===== config.mk =====
export PLATFORM = sky130hd
export DESIGN_NAME = timer_counter_unit
export DESIGN_NICKNAME = d
export VERILOG_FILES = /design/src/rtl/timer_counter_unit_pkg.sv /design/src/rtl/timer_counter_unit_pin_sync.sv /design/src/rtl/timer_counter_unit.sv
export SDC_FILE = /design/constraint.sdc
export NUM_CORES = 1
export LEC_CHECK = 0
export ABC_AREA = 0
export CAP_MARGIN = 20
export CORE_MARGIN = 2
export CORE_UTILIZATION = 44
export CTS_CLUSTER_DIAMETER = 120
export DETAILED_ROUTE_END_ITERATION = 8
export HOLD_SLACK_MARGIN = 0.15
export PLACE_DENSITY = 0.81
export SLEW_MARGIN = 20
export SYNTH_ARGS = -nofsm -noshare
export SYNTH_HDL_FRONTEND = slang
export SYNTH_SLANG_ARGS = --single-unit

===== constraint.sdc =====
create_clock -name i_clk -period 2.1 [get_ports i_clk]
set_clock_uncertainty 0.2 [all_clocks]
set_input_delay 0.525 -clock i_clk [delete_from_list [all_inputs] [get_ports i_clk]]
set_output_delay 0.525 -clock i_clk [all_outputs]
set_load 0.01 [all_outputs]

===== src/rtl/timer_counter_unit_pkg.sv =====
// Shared definitions for the 8051 timer/counter unit: TMOD field
// positions, mode encodings and SFR operation-bus write masks.
package timer_counter_unit_pkg;

    // Width of the SFR operation bus
    localparam int SFR_OP_LEN = 8;

    // Bit positions inside the 4-bit TMOD nibble of one timer
    localparam int TMOD_GATE = 3;
    localparam int TMOD_CT   = 2;
    localparam int TMOD_M1   = 1;
    localparam int TMOD_M0   = 0;

    // Operating modes selected by {M1, M0}
    typedef enum logic [1:0] {
        MODE_13B   = 2'b00,
        MODE_16B   = 2'b01,
        MODE_AR8   = 2'b10,
        MODE_SPLIT = 2'b11
    } tmr_mode_e;

    // One-hot SFR write operations on the operation bus
    localparam logic [SFR_OP_LEN-1:0] OP_TL0_WR_BYTE = 8'b0000_0001;
    localparam logic [SFR_OP_LEN-1:0] OP_TH0_WR_BYTE = 8'b0000_0010;
    localparam logic [SFR_OP_LEN-1:0] OP_TL1_WR_BYTE = 8'b0000_0100;
    localparam logic [SFR_OP_LEN-1:0] OP_TH1_WR_BYTE = 8'b0000_1000;

endpackage


===== src/rtl/timer_counter_unit_pin_sync.sv =====
// Pin front end: 2-FF synchronisers for the Tx counter pin and the INTx
// gate pin, plus a machine-cycle-sampled falling-edge detector on Tx.
module timer_pin_sync (
    input  logic i_clk,
    input  logic i_rst_n,
    input  logic i_tick,
    input  logic i_t_pin,
    input  logic i_int_n,
    output logic o_t_fall,
    output logic o_int_sync
);

    logic r_t_meta;
    logic r_t_sync;
    logic r_t_samp;
    logic r_int_meta;
    logic r_int_sync;

    // Two-stage synchronisers for both asynchronous pins
    // NOTE: state registers use non-blocking assignments so every flop samples pre-edge values.
    always_ff @(posedge i_clk or negedge i_rst_n) begin
        if (!i_rst_n) begin
            r_t_meta   <= 1'b0;
            r_t_sync   <= 1'b0;
            r_int_meta <= 1'b0;
            r_int_sync <= 1'b0;
        end else begin
            r_t_meta   <= i_t_pin;
            r_t_sync   <= r_t_meta;
            r_int_meta <= i_int_n;
            r_int_sync <= r_int_meta;
        end
    end

    // Remember the Tx level seen at the previous machine-cycle tick
    always_ff @(posedge i_clk or negedge i_rst_n) begin
        if (!i_rst_n) begin
            r_t_samp <= 1'b0;
        end else if (i_tick) begin
            r_t_samp <= r_t_sync;
        end
    end

    // A falling edge is a 1 at the previous tick followed by a 0 at this tick
    assign o_t_fall   = i_tick & r_t_samp & ~r_t_sync;
    assign o_int_sync = r_int_sync;

endmodule


===== src/rtl/timer_counter_unit.sv =====
// One 8051 timer/counter (T0 or T1): modes 0-3, gating, counter input,
// SFR byte writes and registered overflow pulses toward TCON.
module timer_counter_unit
    import timer_counter_unit_pkg::*;
#(
    parameter bit                    IS_T0    = 1'b1,
    parameter logic [SFR_OP_LEN-1:0] OP_TL_WR = OP_TL0_WR_BYTE,
    parameter logic [SFR_OP_LEN-1:0] OP_TH_WR = OP_TH0_WR_BYTE
) (
    input  logic                  i_clk,
    input  logic                  i_rst_n,
    input  logic                  i_tick,
    input  logic [3:0]            i_tmod_nib,
    input  logic                  i_tr,
    input  logic                  i_tr_alt,
    input  logic                  i_int_n,
    input  logic                  i_t_pin,
    input  logic [7:0]            i_byte,
    input  logic [SFR_OP_LEN-1:0] i_op,
    output logic [7:0]            o_tl,
    output logic [7:0]            o_th,
    output logic                  o_tf_set,
    output logic                  o_tf_alt
);

    logic [7:0] r_tl;
    logic [7:0] r_th;
    logic       r_tf_set;
    logic       r_tf_alt;

    logic       w_t_fall;
    logic       w_int_sync;
    tmr_mode_e  w_mode;
    logic       w_run;
    logic       w_inc;
    logic       w_wr_tl;
    logic       w_wr_th;
    logic [12:0] w_cnt13;
    logic [15:0] w_cnt16;
    logic [7:0] w_tl_nxt;
    logic [7:0] w_th_nxt;
    logic       w_tf_set_nxt;
    logic       w_tf_alt_nxt;

    timer_pin_sync u_pin_sync (
        .i_clk      (i_clk),
        .i_rst_n    (i_rst_n),
        .i_tick     (i_tick),
        .i_t_pin    (i_t_pin),
        .i_int_n    (i_int_n),
        .o_t_fall   (w_t_fall),
        .o_int_sync (w_int_sync)
    );

    assign w_mode  = tmr_mode_e'({i_tmod_nib[TMOD_M1], i_tmod_nib[TMOD_M0]});
    assign w_run   = i_tr & (~i_tmod_nib[TMOD_GATE] | w_int_sync);
    assign w_inc   = w_run & (i_tmod_nib[TMOD_CT] ? w_t_fall : i_tick);
    assign w_wr_tl = |(i_op & OP_TL_WR);
    assign w_wr_th = |(i_op & OP_TH_WR);
    assign w_cnt13 = {r_th, r_tl[4:0]} + 13'd1;
    assign w_cnt16 = {r_th, r_tl} + 16'd1;

    // Next count values and overflow pulses; an SFR write pre-empts counting
    // NOTE: every output gets a default first so no path can infer a latch.
    always_comb begin
        w_tl_nxt     = r_tl;
        w_th_nxt     = r_th;
        w_tf_set_nxt = 1'b0;
        w_tf_alt_nxt = 1'b0;
        if (w_wr_tl || w_wr_th) begin
            if (w_wr_tl) w_tl_nxt = i_byte;
            if (w_wr_th) w_th_nxt = i_byte;
        end else begin
            case (w_mode)
                MODE_13B: begin
                    if (w_inc) begin
                        w_tl_nxt     = {r_tl[7:5], w_cnt13[4:0]};
                        w_th_nxt     = w_cnt13[12:5];
                        w_tf_set_nxt = &{r_th, r_tl[4:0]};
                    end
                end
                MODE_16B: begin
                    if (w_inc) begin
                        {w_th_nxt, w_tl_nxt} = w_cnt16;
                        w_tf_set_nxt         = &{r_th, r_tl};
                    end
                end
                MODE_AR8: begin
                    if (w_inc) begin
                        if (r_tl == 8'hFF) begin
                            w_tl_nxt     = r_th;
                            w_tf_set_nxt = 1'b1;
                        end else begin
                            w_tl_nxt = r_tl + 8'd1;
                        end
                    end
                end
                MODE_SPLIT: begin
                    // Timer 1 simply holds in mode 3; Timer 0 splits into two 8-bit halves
                    if (IS_T0) begin
                        if (w_inc) begin
                            w_tl_nxt     = r_tl + 8'd1;
                            w_tf_set_nxt = &r_tl;
                        end
                        if (i_tick && i_tr_alt) begin
                            w_th_nxt     = r_th + 8'd1;
                            w_tf_alt_nxt = &r_th;
                        end
                    end
                end
                default: ;
            endcase
        end
    end

    // Count registers and one-cycle overflow pulses
    always_ff @(posedge i_clk or negedge i_rst_n) begin
        if (!i_rst_n) begin
            r_tl     <= 8'h00;
            r_th     <= 8'h00;
            r_tf_set <= 1'b0;
            r_tf_alt <= 1'b0;
        end else begin
            r_tl     <= w_tl_nxt;
            r_th     <= w_th_nxt;
            r_tf_set <= w_tf_set_nxt;
            r_tf_alt <= w_tf_alt_nxt;
        end
    end

    assign o_tl     = r_tl;
    assign o_th     = r_th;
    assign o_tf_set = r_tf_set;
    assign o_tf_alt = r_tf_alt;

endmodule


==> metrics.md, run 1 <==
| Metric | Value |
|---|---|
| Area of the mapped netlist | 1720 um^2 |
| Via count | 1964 |
| # Max-Cap Violations | 0 |
| Power per cell area | 553 nW/um^2 |
| Fraction of synthesized area in multiplexers | 2.55% |
| IO buf count | 38 |
| Final ANT Viol Nets | 0 |
| Logic pwr share | 40.9% |
| Total Wirelength | 5620 um |
| RD Place Congestion | 0.897 |
| Main synth FF type | dfrtp_1 |
| Most frequent cells in the layout | buf_4 (46), clkdlybuf4s50_1 (31), nand2_1 (15), dfrtp_1 (15), nor2_1 (13) |
| Synth Area in XOR/XNOR | 2.04% |
| Placed cell count | 311 |
| Cell taking the most area after synthesis | dfrtp_1 |
| Mapped Cells | 195 |
| Area contributors post-synth | dfrtp_1 (33%), nand2_1 (3.5%), nor2_1 (3.1%) |
| Syn Nets | 224 |
| Root Buffer | clkbuf_8 |
| CP Class | flip-flop to output pin |
| Ys async rst share | 100% |
| Per-cell routed wire length | 17.5 um |
| Setup violations, final | 0 |
| Row count | 22 |
| Number of flops mapped to enable cells by yosys | 0 |
| Yosys reg bits | 23 |
| Clk slew on worst S/H paths | 0.09 ns |
| CP endpoint kind | output pin |
| Startpoint Class | flip-flop |
| Synth Area in Adders | 1.46% |
| Largest net degree at the start of global routing | 24 |
| Slack of the worst reg-to-reg path | 0.09 ns |
| Initial antenna violation count | 0 |
| Outcome | finished clean |
| Synth top area share | 33.5% |
| Final number of hold-violating endpoints | 0 |
| Post-route insts no fill | 321 |
| Register area share after synthesis | 33.5% |
| Ant. Diodes | 0 |
| Max Fclk | 487 MHz |
| Ys Warns | 0 |
| Post-synth cell types | 60 |
| Worst EP arrival | 1.33 ns |
| CP required | 1.37 ns |
| Final Cycle Share | 97.8% |
| Die H | 66.5 um |
| Max-Slew Margin vs Limit | 66.4% |
| TritonCTS Buffers | 3 |
| Area delta synth->final | 50.9% |
| Simple-gate share of the synthesized area | 24.8% |
| GRT Resource Usage Total | 26.5% |
| Boundary Pins | 45 |
| Most common cell after layout, fill and taps aside | buf_4 |
| Net Sw Frac | 35.1% |
| Crit path max fanout | 7 |
| Slew @ Worst Pin | 0.502 ns |
| Clk pwr share | 20.2% |
| DP HPWL | 4030 um |
| Critical-path cell list | clkdlybuf4s50_1 |
| Layout Nets | 303 |
| Leakage power | 1.07 nW |
| Reg power frac | 39.0% |
| Grt ovf | 0 |
| Worst-case vdd ir drop | 0.391 mV |
| Initial Utilization | 46.3% |
| Clock latency on the worst-skew pair | 0.27 ns |
| Vias in the first global route | 1830 |
| Drt pass-1 iters | 6 |
| RSZ-0062 raised after global routing | true |
| Hold Crit Class | flip-flop to flip-flop |
| Core area | 3720 um^2 |
| Crit-path max cell delay | 0.57 ns |
| Layout cells sized above 1 | 31.5% |
| Buffer and inverter count on the worst path | 1 |
| 1st-iter DRT viols | 265 |
| Mapped Avg Cell Area | 8.82 um^2 |
| Final Max Tran Viols | 0 |
| Slowest stage cell on the critical path | clkdlybuf4s50_1 |
| Fin crit period | 2.05 ns |
| CTS sink count | 23 |
| Cell Int Power | 0.000930 W |
| Synth Area in Compound Gates | 29.7% |
| Max Buffers Root-to-Sink | 2 |
| Die width | 66.5 um |
| Psw | 0.000504 W |
| Critical path's top delay family | buffers and inverters |
| DRC | 0 |
| Via density | 6.12 |
| Die area | 4420 um^2 |
| H-Tree Depth | 1 |
| Total power | 0.00143 W |
| Largest family of logic cells by synthesized area | compound AO/OA/AOI/OAI gates |
| TritonCTS clock tree | built |
| First-pass GRT wire length | 8940 um |
repair_timing:
| action | 4_1_cts | 5_1_grt |
|---|---|---|
| hold buffers | 0 | 0 |
| setup buffers | 5 | 1 |
| resized for setup | 22 | 10 |
| endpoints found under the setup margin | 20 | 15 |
| pin swaps | 5 | 1 |
cells in the mapped netlist, types with 4 or more instances:
| master | count |
|---|---|
| nand3_1 | 7 |
| a211oi_1 | 5 |
| o22ai_1 | 4 |
| nor2_1 | 14 |
| xnor2_1 | 4 |
| o21ai_0 | 5 |
| inv_1 | 11 |
| buf_2 | 6 |
| a22oi_1 | 4 |
| a21oi_1 | 10 |
| nand2_1 | 16 |
| dfrtp_1 | 23 |
| nor3_1 | 9 |
| o31ai_1 | 5 |
| o21ai_1 | 5 |
cell type report:
| class | count | area [um^2] |
|---|---|---|
| timing repair buffer | 86 | 756 |
| fill | 288 | 1120 |
| tap | 48 | 60.1 |
| sequential | 23 | 586 |
| multi-input combinational | 149 | 1110 |
| inverter | 11 | 41.3 |
| clock buffer | 4 | 45.0 |
worst paths after layout:
kind                                               start                            end  cells past startpoint
setup / recovery                     o_th[5]$_DFFE_PN0P_                        o_th[5]                      1
hold / removal             u_pin_sync.r_t_meta$_DFF_PN0_  u_pin_sync.r_t_sync$_DFF_PN0_                      0
setup reg to reg                     o_tl[0]$_DFFE_PN0P_            o_th[7]$_DFFE_PN0P_                      6
hold reg to reg            u_pin_sync.r_t_meta$_DFF_PN0_  u_pin_sync.r_t_sync$_DFF_PN0_                      0
max in group asynchronous                        i_rst_n            o_th[0]$_DFFE_PN0P_                      2
min in group asynchronous                        i_rst_n            o_tl[0]$_DFFE_PN0P_                      2
registers in the layout, indices dropped and copies added (netlist names):
register / flops
u_pin_sync.o_int_sync: 1
u_pin_sync.r_t_samp: 1
u_pin_sync.r_int_meta: 1
u_pin_sync.r_t_meta: 1
o_tf_set: 1
o_tl: 8
o_tf_alt: 1
o_th: 8
u_pin_sync.r_t_sync: 1
power groups by stage:
stage	clock (W)	combinational [W]	sequential (W)
5_1_grt	0.000316	0.000629	0.000568
2_1_floorplan	0	0.000241	0.000578
3_5_place_dp	0	0.000529	0.000572
4_1_cts	0.000290	0.000568	0.000556
3_3_place_gp	0	0.000518	0.000568
6_report	0.000289	0.000586	0.000559
per-layer routing:
metal,vias to the layer above,GRT usage (%),routed length (um)
met2,108,42.9,2800
li1,903,-,-
met4,0,8.93,97
met1,937,35.7,2300
met3,16,4.56,416
met5,-,0,0
worst reg2reg max path: stages, from the launching register on:
cell and delay, ns:
dfrtp_1 0.37, ha_2 0.26, a41oi_1 0.17, or4_4 0.44, a22oi_2 0.20, a211oi_2 0.08
o31ai_2 0.19
metrics by stage:
step           hold slack (ns)  utilization, %  cell area (um^2)  setup TNS [ns]  worst slack (ns)
6_report                 0.152            69.8              2590               0            0.0452
5_1_grt                  0.181            69.8              2590        -0.00314          -0.00314
4_1_cts                  0.154            68.9              2560               0           0.00340
3_5_place_dp             0.135            65.3              2430           -5.34            -0.413
3_3_place_gp             0.132            65.3              2430           -5.03            -0.416
2_1_floorplan           0.0294               -              1720               0            0.0553
logic make-up (layout without fill, tap and decap cells):
kind of cell / count (synthesis) / count (layout)
flip-flops: 23 / 23
AO/OA/AOI/OAI: 70 / 70
buffers and inverters: 23 / 101
adder cells (fa/ha/maj): 2 / 2
XOR/XNOR: 4 / 4
multiplexers: 4 / 4
AND/OR/NAND/NOR: 69 / 69
(Power assumes the default switching activity.)
==> run 2, diff against run 1 <==
Settings changed: CTS_CLUSTER_SIZE set to 12, PLACE_DENSITY 0.81 to 0.82, SYNTH_HIERARCHICAL set to 1.
==> run 2 against run 1 <==
The flow now finishes with violations (negative setup slack). Hold slack gained 0.0031 ns. Area after synthesis shrank 3.5%. First-iteration DRC count shrank 57%. Flip-flop and latch count is the same. Final cell count shrank 0.93%.
==> metrics.md, run 2 <==
| Metric | Value |
|---|---|
| Outcome | finished, violations left (was finished clean) |
| Failing checks | negative setup slack |
| Ant. Diodes | 0 (unchanged) |
| TritonCTS Buffers | 3 (unchanged) |
| Clk slew on worst S/H paths | 0.09 ns (about the same) |
| Mapped Cells | 191 (was 195) |
| Initial Utilization | 45.7% (was 46.3%) |
| Cell taking the most area after synthesis | dfrtp_1 (unchanged) |
| Final Max Tran Viols | 0 (unchanged) |
| Number of flops mapped to enable cells by yosys | 0 (unchanged) |
| DP HPWL | 3710 um (was 4030 um) |
| DP Area | 2360 um^2 (was 2430 um^2) |
| Ys Warns | 6 (was 0) |
| Final ANT Viol Nets | 0 (unchanged) |
| Wire length on met3 | 406 um (was 416 um) |
| Largest net degree at the start of global routing | 24 (unchanged) |
| Reg2Reg Depth | 7 (was 6) |
| Post-Layout Inst Area | 2570 um^2 (was 2590 um^2) |
| Slack of the worst reg-to-reg path | -0.02 ns (was 0.09 ns) |
| CP endpoint kind | flip-flop (was output pin) |
| Power per cell area | 543 nW/um^2 (was 553 nW/um^2) |
| Per-cell routed wire length | 17.2 um (was 17.5 um) |
| Area contributors post-synth | dfrtp_1 (35%), nor2_1 (5.9%), o21ai_0 (4.5%) (was dfrtp_1 (33%), nand2_1 (3.5%), nor2_1 (3.1%)) |
| Grt ovf | 0 (unchanged) |
| Post-synth cell types | 57 (was 60) |
| Final number of hold-violating endpoints | 0 (unchanged) |
| # Max-Cap Violations | 0 (unchanged) |
| Final Cycle Share | 101% (was 97.8%) |
| First-pass GRT wire length | 8560 um (was 8940 um) |
| Row count | 22 (unchanged) |
| CP Class | flip-flop to flip-flop (was flip-flop to output pin) |
| Worst EP arrival | 2.07 ns (was 1.33 ns) |
| CTS sink count | 23 (unchanged) |
| Clock latency on the worst-skew pair | 0.28 ns (was 0.27 ns) |
| Reg power frac | 39.7% (was 39.0%) |
| Max Buffers Root-to-Sink | 2 (unchanged) |
| Most frequent cells in the layout | buf_4 (43), clkdlybuf4s50_1 (28), nor2_1 (23), nand2_1 (16), dfrtp_1 (15) (was buf_4 (46), clkdlybuf4s50_1 (31), nand2_1 (15), dfrtp_1 (15), nor2_1 (13)) |
| WHS | 0.155 ns (was 0.152 ns) |
| TritonCTS clock tree | built (unchanged) |
| Critical Path Start | o_tl[0]$_DFFE_PN0P_ (was o_th[5]$_DFFE_PN0P_) |
| Fillers | 296 (was 288) |
| Logic pwr share | 38.5% (was 40.9%) |
| Worst r2r src | o_tl[0]$_DFFE_PN0P_ (unchanged) |
| Drt pass-1 iters | 4 (was 6) |
| Psw | 0.000488 W (was 0.000504 W) |
| Synth top area share | 34.7% (was 33.5%) |
| Metal1 wirelength | 2180 um (was 2300 um) |
| Final core occ | 70.8% (was 69.8%) |
| CP required | 2.05 ns (was 1.37 ns) |
| Clk pwr share | 21.8% (was 20.2%) |
| Mapped Avg Cell Area | 8.69 um^2 (was 8.82 um^2) |
| Die width | 65.4 um (was 66.5 um) |
| Ys async rst share | 100% (unchanged) |
| Max Fclk | 472 MHz (was 487 MHz) |
| Via density | 5.95 (was 6.12) |
| Fin crit period | 2.12 ns (was 2.05 ns) |
| Leakage power | 1.06 nW (was 1.07 nW) |
| Top-count cell post-synth | nor2_1 (was dfrtp_1) |
| Top cells by count, synth | nor2_1 (26), dfrtp_1 (23), nand2_1 (17) (was dfrtp_1 (23), nand2_1 (16), nor2_1 (14)) |
| Via count | 1891 (was 1964) |
| Core area | 3630 um^2 (was 3720 um^2) |
| Total Wirelength | 5480 um (was 5620 um) |
| Startpoint Class | flip-flop (unchanged) |
| Initial antenna violation count | 0 (unchanged) |
| DP Worst Slack | -0.510 ns (was -0.413 ns) |
| H-Tree Depth | 1 (unchanged) |
| GRT Resource Usage Total | 26.1% (was 26.5%) |
| Cell Int Power | 0.000911 W (was 0.000930 W) |
| IO buf count | 38 (unchanged) |
| Hold Crit Class | flip-flop to flip-flop (unchanged) |
| Die area | 4280 um^2 (was 4420 um^2) |
| Reg2Reg Capture Point | o_th[5]$_DFFE_PN0P_ (was o_th[7]$_DFFE_PN0P_) |
| Die H | 65.4 um (was 66.5 um) |
| Root Buffer | clkbuf_8 (unchanged) |
| Max-Slew Margin vs Limit | 73.3% (was 66.4%) |
| Setup violations, final | 1 (was 0) |
| Critical Path End | o_th[5]$_DFFE_PN0P_ (was o_th[5]) |
| Area of the mapped netlist | 1660 um^2 (was 1720 um^2) |
| 1st-iter DRT viols | 114 (was 265) |
| Syn Nets | 220 (was 224) |
| Main synth FF type | dfrtp_1 (unchanged) |
| Setup ws final | -0.0204 ns (was 0.0452 ns) |
| Most common cell after layout, fill and taps aside | buf_4 (unchanged) |
| Area delta synth->final | 55.1% (was 50.9%) |
| Yosys reg bits | 23 (unchanged) |
| Register area share after synthesis | 34.7% (was 33.5%) |
| Net Sw Frac | 34.9% (was 35.1%) |
| Worst-case vdd ir drop | 0.431 mV (was 0.391 mV) |
| Hold_buf cts | 0 (unchanged) |
| Layout cells sized above 1 | 32.2% (was 31.5%) |
| Boundary Pins | 45 (unchanged) |
| DRC | 0 (unchanged) |
| Slew @ Worst Pin | 0.398 ns (was 0.502 ns) |
| Vias in the first global route | 1826 (was 1830) |
| RD Place Congestion | 0.951 (was 0.897) |
| RSZ-0062 raised after global routing | true (unchanged) |
| Top sig layer | met4 (unchanged) |
| Met2 WL | 2820 um (was 2800 um) |
| Layout Nets | 300 (was 303) |
| Crit path max fanout | 5 (was 7) |
run 2: kinds of logic after synthesis:
group                    count (synthesis)  synth area share (%)
AO/OA/AOI/OAI                           60                  25.2
multiplexers                             5                  3.47
adder cells (fa/ha/maj)                  2                  1.51
flip-flops                              23                  34.7
buffers and inverters                   14                  4.30
AND/OR/NAND/NOR                         76                  25.0
XOR/XNOR                                11                  5.81
run 2: timing repair:
action / CTS / global route
setup endpoints to repair: 17 / 24
resized for setup: 12 / 32
buffers inserted: 3 / 4
pin swaps: 6 / 7
hold endpoints to repair: 0 / 0
cloned: 0 / 0
run 2: area by class of cell:
type / count / area [um^2] / share of cell area (%)
inverter: 5 / 21.3 / 0.826
clock inverter: 1 / 7.51 / 0.292
clock buffer: 3 / 41.3 / 1.60
multi-input combinational: 154 / 1100 / 42.9
sequential: 23 / 586 / 22.8
timing repair buffer: 84 / 753 / 29.3
tap: 48 / 60.1 / 2.33
run 2: power groups by stage:
stage	clock, W	combinational [W]	sequential (W)
2_1_floorplan	0	0.000205	0.000573
3_3_place_gp	0	0.000483	0.000550
3_5_place_dp	0	0.000490	0.000551
4_1_cts	0.000309	0.000498	0.000543
5_1_grt	0.000328	0.000581	0.000564
6_report	0.000304	0.000539	0.000555
run 2: routing by layer:
metal  global-route usage, %  up-vias
met3                    3.25        7
met4                    12.2        0
met1                    33.5      907
met2                    43.5      101
li1                        -      876
met5                       0        -
run 2: worst min-delay path by stage:
stage,startpoint,end,slack (ns),depth (start not counted)
after floorplan,i_rst_n,o_tf_alt$_DFF_PN0_,0.03,0
after global placement,u_pin_sync/r_int_meta$_DFF_PN0_,u_pin_sync/o_int_sync$_DFF_PN0_,0.13,0
after detailed placement,u_pin_sync/r_t_meta$_DFF_PN0_,u_pin_sync/r_t_sync$_DFF_PN0_,0.13,0
after CTS,u_pin_sync/r_t_meta$_DFF_PN0_,u_pin_sync/r_t_sync$_DFF_PN0_,0.16,0
after global routing,u_pin_sync/r_int_meta$_DFF_PN0_,u_pin_sync/o_int_sync$_DFF_PN0_,0.17,0
final,u_pin_sync/r_t_meta$_DFF_PN0_,u_pin_sync/r_t_sync$_DFF_PN0_,0.16,0
run 2: critical path, cell delays in order (launching register included):
cell and delay, ns:
dfrtp_1 0.41, buf_4 0.17, nand3_4 0.11, nor3_4 0.30, a211oi_1 0.11, a311o_1 0.33, o221ai_1 0.20, o21ai_0 0.16
run 2: per-stage QoR:
| stage | cells | TNS (ns) | power (W) |
|---|---|---|---|
| floorplan | 191 | 0 | 0.000778 |
| global route | 318 | -0.467 | 0.00147 |
| finish | 318 | -0.0204 | 0.00140 |
| detailed placement | 307 | -6.80 | 0.00104 |
| CTS | 314 | 0 | 0.00135 |
| global placement | 307 | -6.62 | 0.00103 |
==> run 3, diff against run 2 <==
Settings changed: GPL_TIMING_DRIVEN set to 0.
==> run 3 against run 2 <==
The flow now finishes without violations. Wire length down 16%. Final cell count down 9.7%. Critical path depth unchanged. Combinational power down 20%. Die area unchanged. Critical path type is now input pin to flip-flop. Largest cell class unchanged. Highest routed layer unchanged.
==> metrics.md, run 3 (same netlist as run 2, synthesis figures left out) <==
| Metric | Value |
|---|---|
| Max Fclk | 482 MHz (was 472 MHz) |
| CP endpoint kind | flip-flop (unchanged) |
| Root Buffer | clkbuf_8 (unchanged) |
| Layout Nets | 269 (was 300) |
| Per-cell routed wire length | 16.0 um (was 17.2 um) |
| Most frequent cells in the layout | clkdlybuf4s50_1 (31), nor2_1 (22), nand2_1 (17), o21ai_0 (14), dfrtp_1 (13) (was buf_4 (43), clkdlybuf4s50_1 (28), nor2_1 (23), nand2_1 (16), dfrtp_1 (15)) |
| Power per cell area | 565 nW/um^2 (was 543 nW/um^2) |
| TritonCTS Buffers | 3 (unchanged) |
| GRT Resource Usage Total | 22.7% (was 26.1%) |
| Final Max Tran Viols | 0 (unchanged) |
| Slack of the worst reg-to-reg path | 0.06 ns (was -0.02 ns) |
| Largest net degree at the start of global routing | 24 (unchanged) |
| Final core occ | 63.4% (was 70.8%) |
| Reg2Reg Capture Point | o_th[3]$_DFFE_PN0P_ (was o_th[5]$_DFFE_PN0P_) |
| # Max-Cap Violations | 0 (unchanged) |
| Max-Slew Margin vs Limit | 65.4% (was 73.3%) |
| Total Wirelength | 4590 um (was 5480 um) |
| Initial antenna violation count | 0 (unchanged) |
| Setup violations, final | 0 (was 1) |
| Worst r2r src | u_pin_sync/r_t_samp$_DFFE_PN0P_ (was o_tl[0]$_DFFE_PN0P_) |
| Boundary Pins | 45 (unchanged) |
| Critical Path End | o_th[3]$_DFFE_PN0P_ (was o_th[5]$_DFFE_PN0P_) |
| DP HPWL | 3270 um (was 3710 um) |
| Fin crit period | 2.07 ns (was 2.12 ns) |
| CTS sink count | 23 (unchanged) |
| Die area | 4280 um^2 (unchanged) |
| Hold Crit Class | flip-flop to flip-flop (unchanged) |
| Drt pass-1 iters | 4 (unchanged) |
| Clock latency on the worst-skew pair | 0.27 ns (was 0.28 ns) |
| Core area | 3630 um^2 (unchanged) |
| Reg2Reg Depth | 7 (unchanged) |
| Slew @ Worst Pin | 0.519 ns (was 0.398 ns) |
| Initial Utilization | 45.7% (unchanged) |
| Worst-case vdd ir drop | 0.312 mV (was 0.431 mV) |
| Final number of hold-violating endpoints | 0 (unchanged) |
| Start point of the worst hold path | u_pin_sync/r_t_meta$_DFF_PN0_ (unchanged) |
| 1st-iter DRT viols | 137 (was 114) |
| Most common cell after layout, fill and taps aside | clkdlybuf4s50_1 (was buf_4) |
| CP Class | input pin to flip-flop (was flip-flop to flip-flop) |
| Ant. Diodes | 0 (unchanged) |
| Die H | 65.4 um (unchanged) |
| Row count | 22 (unchanged) |
| Grt ovf | 0 (unchanged) |
| Final Cycle Share | 98.8% (was 101%) |
| RD Place Congestion | 0.948 (was 0.951) |
| Leakage power | 0.852 nW (was 1.06 nW) |
| Max Buffers Root-to-Sink | 2 (unchanged) |
| Via count | 1688 (was 1891) |
| Startpoint Class | input pin (was flip-flop) |
| Clk slew on worst S/H paths | 0.09 ns (about the same) |
| Via density | 5.88 (was 5.95) |
| First-pass GRT wire length | 7480 um (was 8560 um) |
| DRC | 0 (unchanged) |
| CP required | 2.06 ns (was 2.05 ns) |
| WHS | 0.153 ns (was 0.155 ns) |
| Worst EP arrival | 2.04 ns (was 2.07 ns) |
| Fillers | 330 (was 296) |
| Outcome | finished clean (was finished, violations left) |
| Vias in the first global route | 1527 (was 1826) |
| Die width | 65.4 um (unchanged) |
| Area delta synth->final | 38.8% (was 55.1%) |
| RSZ-0062 raised after global routing | true (unchanged) |
| Final ANT Viol Nets | 0 (unchanged) |
| TritonCTS clock tree | built (unchanged) |
| Layout cells sized above 1 | 24.7% (was 32.2%) |
| Crit path max fanout | 3 (was 5) |
| Critical Path Start | i_tr_alt (was o_tl[0]$_DFFE_PN0P_) |
| IO buf count | 36 (was 38) |
| H-Tree Depth | 1 (unchanged) |
run 3: changes by cell type in the layout (fill, tap and decap cells not counted), sizes merged:
| cell | change |
|---|---|
| dlymetal6s2s | -5 |
| clkbuf | +4 |
| dlygate4sd3 | +1 |
| dlygate4sd2 | -2 |
| clkdlybuf4s15 | -1 |
| buf | -31 |
| clkdlybuf4s50 | +3 |
run 3: worst min path at each step:
stage / end / slack, ns / cells past startpoint
floorplan: o_tf_alt$_DFF_PN0_ / 0.03 / 0
global placement: u_pin_sync/o_int_sync$_DFF_PN0_ / 0.13 / 0
detailed placement: u_pin_sync/r_t_sync$_DFF_PN0_ / 0.13 / 0
CTS: u_pin_sync/r_t_sync$_DFF_PN0_ / 0.16 / 0
global route: u_pin_sync/r_t_sync$_DFF_PN0_ / 0.16 / 0
finish: u_pin_sync/r_t_sync$_DFF_PN0_ / 0.15 / 0
run 3: metrics by stage:
stage	setup slack, ns	instances	area, um^2	setup TNS [ns]	total power (W)
after floorplan	0.0567	191	1660	0	0.000778
after global placement	-0.713	275	2080	-10.01	0.000957
after detailed placement	-0.736	275	2080	-10.37	0.000963
after CTS	0.00600	281	2210	0	0.00127
after global routing	-0.0195	287	2300	-0.0466	0.00137
final	0.0261	287	2300	0	0.00130
run 3: per-layer routing:
| layer | part of all wire (%) | wire, um | GRT usage, % |
|---|---|---|---|
| met5 | 0 | 0 | 0 |
| met4 | 1.5 | 70 | 6.51 |
| met3 | 6.2 | 285 | 1.88 |
| met2 | 49 | 2230 | 37.1 |
| met1 | 44 | 2000 | 32.2 |
run 3: timing repair:
action,4_1_cts,5_1_grt
pin swaps,7,7
cloned,0,0
setup endpoints to repair,19,18
hold buffers,0,1
resized for setup,22,21
setup buffers,3,5
endpoints found under the hold margin,0,23
run 3: power by group:
group | switching [W] | internal, W | total (W)
logic | 0.000209 | 0.000222 | 0.000431
registers | 0.0000818 | 0.000493 | 0.000575
clock network | 0.000161 | 0.000135 | 0.000296
total | 0.000452 | 0.000849 | 0.00130
run 3: cell type report:
type / count / area (um^2) / area share, %
Timing Repair Buffer: 45 / 425 / 18.5
Inverter: 5 / 21.3 / 0.923
Sequential cell: 23 / 588 / 25.5
Tap cell: 48 / 60.1 / 2.61
Multi-Input combinational cell: 154 / 1110 / 48.2
Clock buffer: 3 / 41.3 / 1.79
Buffer: 8 / 50.0 / 2.17
Clock inverter: 1 / 7.51 / 0.326
run 3: critical path, cell delays in order:
cell	delay [ns]
clkdlybuf4s50_1	0.45
and4_1	0.27
a41oi_4	0.07
nor2_4	0.18
o211ai_1	0.13
xnor2_1	0.15
mux2_4	0.26
